[src/rtl/matrix_mult_seq.sv]
`timescale 1ns/1ps
`default_nettype none
// ============================================================================
// Module   : matrix_mult_seq
// Purpose  : Sequential NxN matrix multiplier (C = A x B) built around one shared MAC.
// Revision : 1.0
// ============================================================================
module matrix_mult_seq #(
  parameter int DATA_WIDTH = 4,
  parameter int N          = 2,
  parameter int SIGNED     = 0,
  localparam int OUT_WIDTH = 2*DATA_WIDTH + $clog2(N)
) (
  input  logic                  clk,
  input  logic                  rst_n,
  input  logic                  in_valid,
  output logic                  in_ready,
  input  logic [DATA_WIDTH-1:0] in_a,
  input  logic [DATA_WIDTH-1:0] in_b,
  output logic                  out_valid,
  input  logic                  out_ready,
  output logic [OUT_WIDTH-1:0]  out_data,
  output logic                  out_last,
  output logic                  busy
);

  localparam int NN = N*N;
  localparam int KW = $clog2(NN);
  localparam int IW = $clog2(N);
  localparam logic [KW-1:0] c_LAST = KW'(NN-1);
  localparam logic [IW-1:0] c_NM1  = IW'(N-1);

  typedef enum logic [1:0] {
    S_LOAD    = 2'd0,
    S_COMPUTE = 2'd1,
    S_DRAIN   = 2'd2
  } state_t;

  state_t                r_state;
  logic [KW-1:0]         r_k;
  logic [KW-1:0]         r_m;
  logic [IW-1:0]         r_i;
  logic [IW-1:0]         r_j;
  logic [IW-1:0]         r_p;
  logic [OUT_WIDTH-1:0]  r_acc;
  logic                  r_in_ready;
  logic                  r_busy;
  logic                  r_out_valid;
  logic                  r_out_last;
  logic [OUT_WIDTH-1:0]  r_out_data;

  logic [DATA_WIDTH-1:0] r_a [NN];
  logic [DATA_WIDTH-1:0] r_b [NN];
  logic [OUT_WIDTH-1:0]  r_c [NN];

  logic [KW-1:0]         w_aidx;
  logic [KW-1:0]         w_bidx;
  logic [KW-1:0]         w_cidx;
  logic [KW-1:0]         w_m_next;
  logic [DATA_WIDTH-1:0] w_a;
  logic [DATA_WIDTH-1:0] w_b;
  logic [OUT_WIDTH-1:0]  w_a_ext;
  logic [OUT_WIDTH-1:0]  w_b_ext;
  logic [OUT_WIDTH-1:0]  w_prod;
  logic [OUT_WIDTH-1:0]  w_sum;
  logic                  w_load_fire;
  logic                  w_last_mac;

  always_comb begin
    w_aidx      = KW'(int'(r_i) * N + int'(r_p));
    w_bidx      = KW'(int'(r_p) * N + int'(r_j));
    w_cidx      = KW'(int'(r_i) * N + int'(r_j));
    w_m_next    = r_m + 1'b1;
    w_a         = r_a[w_aidx];
    w_b         = r_b[w_bidx];
    w_load_fire = (r_state == S_LOAD) && in_valid;
    w_last_mac  = (r_i == c_NM1) && (r_j == c_NM1) && (r_p == c_NM1);
  end

  // Low OUT_WIDTH bits of the extended product are exact in both signedness modes.
  generate
    if (SIGNED != 0) begin : g_signed
      assign w_a_ext = {{(OUT_WIDTH-DATA_WIDTH){w_a[DATA_WIDTH-1]}}, w_a};
      assign w_b_ext = {{(OUT_WIDTH-DATA_WIDTH){w_b[DATA_WIDTH-1]}}, w_b};
    end else begin : g_unsigned
      assign w_a_ext = {{(OUT_WIDTH-DATA_WIDTH){1'b0}}, w_a};
      assign w_b_ext = {{(OUT_WIDTH-DATA_WIDTH){1'b0}}, w_b};
    end
  endgenerate

  assign w_prod = w_a_ext * w_b_ext;
  assign w_sum  = ((r_p == '0) ? '0 : r_acc) + w_prod;

  always_ff @(posedge clk) begin
    if (w_load_fire) begin
      r_a[r_k] <= in_a;
      r_b[r_k] <= in_b;
    end
    if ((r_state == S_COMPUTE) && (r_p == c_NM1)) begin
      r_c[w_cidx] <= w_sum;
    end
  end

  always_ff @(posedge clk or negedge rst_n) begin
    if (!rst_n) begin
      r_state     <= S_LOAD;
      r_k         <= '0;
      r_m         <= '0;
      r_i         <= '0;
      r_j         <= '0;
      r_p         <= '0;
      r_acc       <= '0;
      r_in_ready  <= 1'b1;
      r_busy      <= 1'b0;
      r_out_valid <= 1'b0;
      r_out_last  <= 1'b0;
      r_out_data  <= '0;
    end else begin
      case (r_state)
        S_LOAD: begin
          if (w_load_fire) begin
            if (r_k == c_LAST) begin
              r_k        <= '0;
              r_i        <= '0;
              r_j        <= '0;
              r_p        <= '0;
              r_state    <= S_COMPUTE;
              r_in_ready <= 1'b0;
              r_busy     <= 1'b1;
            end else begin
              r_k <= r_k + 1'b1;
            end
          end
        end

        S_COMPUTE: begin
          r_acc <= w_sum;
          if (w_last_mac) begin
            r_i     <= '0;
            r_j     <= '0;
            r_p     <= '0;
            r_m     <= '0;
            r_state <= S_DRAIN;
          end else if (r_p == c_NM1) begin
            r_p <= '0;
            if (r_j == c_NM1) begin
              r_j <= '0;
              r_i <= r_i + 1'b1;
            end else begin
              r_j <= r_j + 1'b1;
            end
          end else begin
            r_p <= r_p + 1'b1;
          end
        end

        S_DRAIN: begin
          // First DRAIN cycle primes the output register from C[0].
          if (!r_out_valid) begin
            r_out_valid <= 1'b1;
            r_out_data  <= r_c[r_m];
            r_out_last  <= (r_m == c_LAST);
          end else if (out_ready) begin
            if (r_m == c_LAST) begin
              r_m         <= '0;
              r_out_valid <= 1'b0;
              r_out_last  <= 1'b0;
              r_busy      <= 1'b0;
              r_in_ready  <= 1'b1;
              r_state     <= S_LOAD;
            end else begin
              r_m        <= w_m_next;
              r_out_data <= r_c[w_m_next];
              r_out_last <= (w_m_next == c_LAST);
            end
          end
        end

        default: begin
          r_state    <= S_LOAD;
          r_in_ready <= 1'b1;
          r_busy     <= 1'b0;
        end
      endcase
    end
  end

  assign in_ready  = r_in_ready;
  assign busy      = r_busy;
  assign out_valid = r_out_valid;
  assign out_last  = r_out_last;
  assign out_data  = r_out_data;

endmodule
`default_nettype wire

[config.mk]
export PLATFORM = sky130hd
export DESIGN_NAME = matrix_mult_seq
export DESIGN_NICKNAME = d
export VERILOG_FILES = /design/src/rtl/matrix_mult_seq.sv
export SDC_FILE = /design/constraint.sdc
export NUM_CORES = 1
export LEC_CHECK = 0
export CAP_MARGIN = 10
export CORE_ASPECT_RATIO = 0.75
export CORE_MARGIN = 1
export CORE_UTILIZATION = 60
export DETAILED_ROUTE_END_ITERATION = 8
export HOLD_SLACK_MARGIN = 0.1
export PLACE_DENSITY = 0.8
export SLEW_MARGIN = 10
export SYNTH_ARGS = -nofsm -noshare
export SYNTH_HDL_FRONTEND = slang
export SYNTH_SLANG_ARGS = --single-unit
[constraint.sdc]
create_clock -name clk -period 5.8 [get_ports clk]
set_input_delay 0.58 -clock clk [delete_from_list [all_inputs] [get_ports clk]]
set_output_delay 0.58 -clock clk [all_outputs]
set_load 0.02 [all_outputs]
==> impl_metrics.csv <==
group,metric,value,unit
final_layout,final_net_count,420,
detailed_routing,highest_layer,"met4",
synth,synth_top_family_by_area,"multiplexers",
worst_setup_path,r2r_end,"r_c[3][8]",
grt,antenna_found_initial,0,
sta,period_needed,4.47,ns
worst_setup_path,reg2regPathDepth,12,
clock_network,root_buffer,"clkbuf_8",
sta,rsz0062_at_grt,"no",
grt,grt_use_total,23.3,%
synth,synth_cell_types,46,
worst_setup_path,worstSetupEndpointType,"flip-flop",
sta,setup_viol,0,
sta,hold_violations,0,
die,rows,28,
synth,synth_area_leaders,"edfxtp_1 41%, dfrtp_1 15%, mux4_2 12%",
die,core_area,7950,sq um
synth,yosys_warnings,0,
detailed_routing,wl_per_cell,18.4,microns
sta,finalClockSkew,0.0165,ns
worst_setup_path,r2r-start,"r_j",
detailed_routing,first_pass_iters,4,
sta,timing.fmax,224,MHz
clock_network,ctsResizeCount,0,
detailed_routing,wl_met3,513,microns
clock_network,cts_tree,"yes",
grt,grt_max_degree,32,
run_status,outcome,"finished clean",
grt,grt_overflow,0,
synth,synth_edf_count,68,
grt,grt_pass1_vias,3030,
placement,dp.cells,470,
synth,synth.most_common_cell,"edfxtp_1",
clock_network,clkLatencyLatePin,0.37,ns
detailed_routing,drc_errors,0,
worst_setup_path,crit_arrival,4.62,ns
worst_setup_path,startpoint_type,"flip-flop",
worst_setup_path,crit_fanout,9,
synth,ys_async_sr_fraction,31.3,%
worst_setup_path,reg2reg_setup_slack,1.33,ns
detailed_routing,wl,8920,microns
clock_network,cts.path.max_buffers,2,
clock_network,h-tree-depth,3,
sta,timing.final.crit_share,77.1,%
clock_network,clock-sinks,99,
synth,synth_fa_ha_area_share,9.45,%
final_layout,drive_gt1_share,15.7,%
synth,ys_ff_latch,99,
die,die_w,107,microns
placement,hpwl,6390,microns
clock_network,cts.clk_slew.worst_paths,0.10,ns
synth,netlist.area_leader.share,41.3,%
detailed_routing,m1WireLength,3960,microns
sta,worst_pin_slew,1.01,ns
final_layout,syn_to_final_growth,11.3,%
hold_path,hp-start,"r_acc[1]",
synth,synth_xor_xnor_area_share,1.24,%
flow_run,max_cap_viol_count,0,
hold_path,holdCritPathClass,"flip-flop to flip-flop",
grt,grt_pass1_wl,14700,microns
clock_network,cts_inserted_buffers,9,
synth,syn_nets,395,
worst_setup_path,slowest_delay,0.63,ns
hold_path,holdPathStages,2,
synth,synth-seq-area-share,57.0,%
worst_setup_path,crit_top_cell,"fa_1",
clock_network,cts_setup_buffers,0,
worst_setup_path,path_class,"flip-flop to flip-flop",
sta,slew_violations,0,
worst_setup_path,cp_slowest_cell,"dfrtp_1",
sta,tns,0,ns
worst_setup_path,worstPathCellList,"mux4_2 -> nand2_1 -> fa_1 -> fa_1 -> fa_1 -> inv_1 -> ha_1 -> a211oi_2 -> o21bai_1 -> o21ai_1 -> nand3_1 -> xnor2_1",
die,die-height,80.7,microns
clock_network,holdBufCountCts,0,
die,die-area,8620,sq um
detailed_routing,antenna_left,0,
worst_setup_path,crit_required,5.94,ns
placement,port_buffers,24,
die,pin_count,25,
synth,synth_top_cell_by_area,"edfxtp_1",
synth,synth_cells,351,
synth,synth_mux_area_share,14.3,%
placement,routabilityCongestion,0.866,
synth,synth_area,4950,sq um
sta,relSlewSlack,32.3,%
detailed_routing,wl_met2,4340,microns
synth,synth-compound-area-share,5.74,%
detailed_routing,via_per_inst,5.89,
hold_path,whs_endpoint,"r_acc[1]",
die,initial_core_util,62.2,%
synth,yosys.area_share.simple,9.02,%
final_layout,diodes,0,
detailed_routing,drtIter0Drc,181,
synth,syn_avg_cell_area,14.1,sq um
detailed_routing,via_count,2863,
synth,synth_ff_type,"edfxtp_1",
final_layout,stdcell_count,486,
synth,synth_common_cells,"68 x edfxtp_1, 39 x nand2_1, 30 x dfrtp_1, 26 x mux4_2, 25 x inv_1",
==> stage by stage <==
step	hold slack [ns]	setup WS, ns	util, %	area, sq um
after floorplan	0.284	1.81	-	4950
after global placement	0.458	1.60	66.5	5290
after detailed placement	0.459	1.39	66.5	5290
after CTS	0.485	1.36	69.3	5510
after global routing	0.525	1.05	69.3	5510
final	0.485	1.33	69.3	5510
==> cell type report <==
type                       instances  area (sq um)
fill                             516          2440
tap                              105           131
sequential                        99          2820
clock inverter                     7          93.8
multi-input combinational        213          1980
inverter                          26          97.6
timing repair buffer              27           263
clock buffer                       9           124
==> kinds of logic after synthesis <==
group,count (synthesis)
compound gates,45
xor+xnor,7
fa+ha+maj,32
buf+inv,39
flops,99
mux,37
simple gates,92
==> routing by layer <==
layer	global-route usage, %	vias to the layer above
met1	31.7	1429
met3	5.52	12
met4	6.44	0
met2	37.9	92
li1	-	1330
met5	0	-
==> flip-flops by register name (all words and copies together) (netlist names) <==
signal and count:
r_b 16, r_j 1, r_state 2, out_data 9, r_c 36, out_valid 1, r_a 16, r_acc 9
busy 1, out_last 1, r_i 1, r_m 2, r_p 1, r_k 2, in_ready 1
==> placed cells by master, fill, tap and decap left out, types with 3 or more instances in the layout <==
cell type	count
a21oi_1	16
a21oi_2	3
and2_1	19
buf_4	3
clkbuf_8	9
clkdlybuf4s50_1	24
dfrtp_1	30
edfxtp_1	68
fa_1	9
ha_1	23
inv_1	25
mux2i_1	9
mux4_2	26
nand2_1	39
nand3_1	5
nor2_1	13
nor3_1	3
o21ai_0	5
o21ai_1	6
xnor2_1	5
==> worst max-delay path, delay by kind of cell, from the launching register on <==
family	cells	cell delay, ns
fa+ha+maj	4	1.78
flops	1	0.63
compound gates	3	0.62
mux	1	0.60
xor+xnor	1	0.32
simple gates	2	0.25
buf+inv	1	0.05
==> worst max-delay path by stage <==
stage	cells past startpoint	end	from	slack [ns]
global route	13	r_c[3][8]	r_p	1.05
finish	12	r_c[3][8]	r_j	1.33
global placement	12	r_acc[7]	r_j	1.60
floorplan	13	r_acc[7]	r_p	1.81
detailed placement	12	r_c[1][8]	r_j	1.39
CTS	12	r_c[3][8]	r_j	1.36
Power is not shown: default switching activity piles up to over one toggle a cycle in this logic, so the estimate is an artifact.
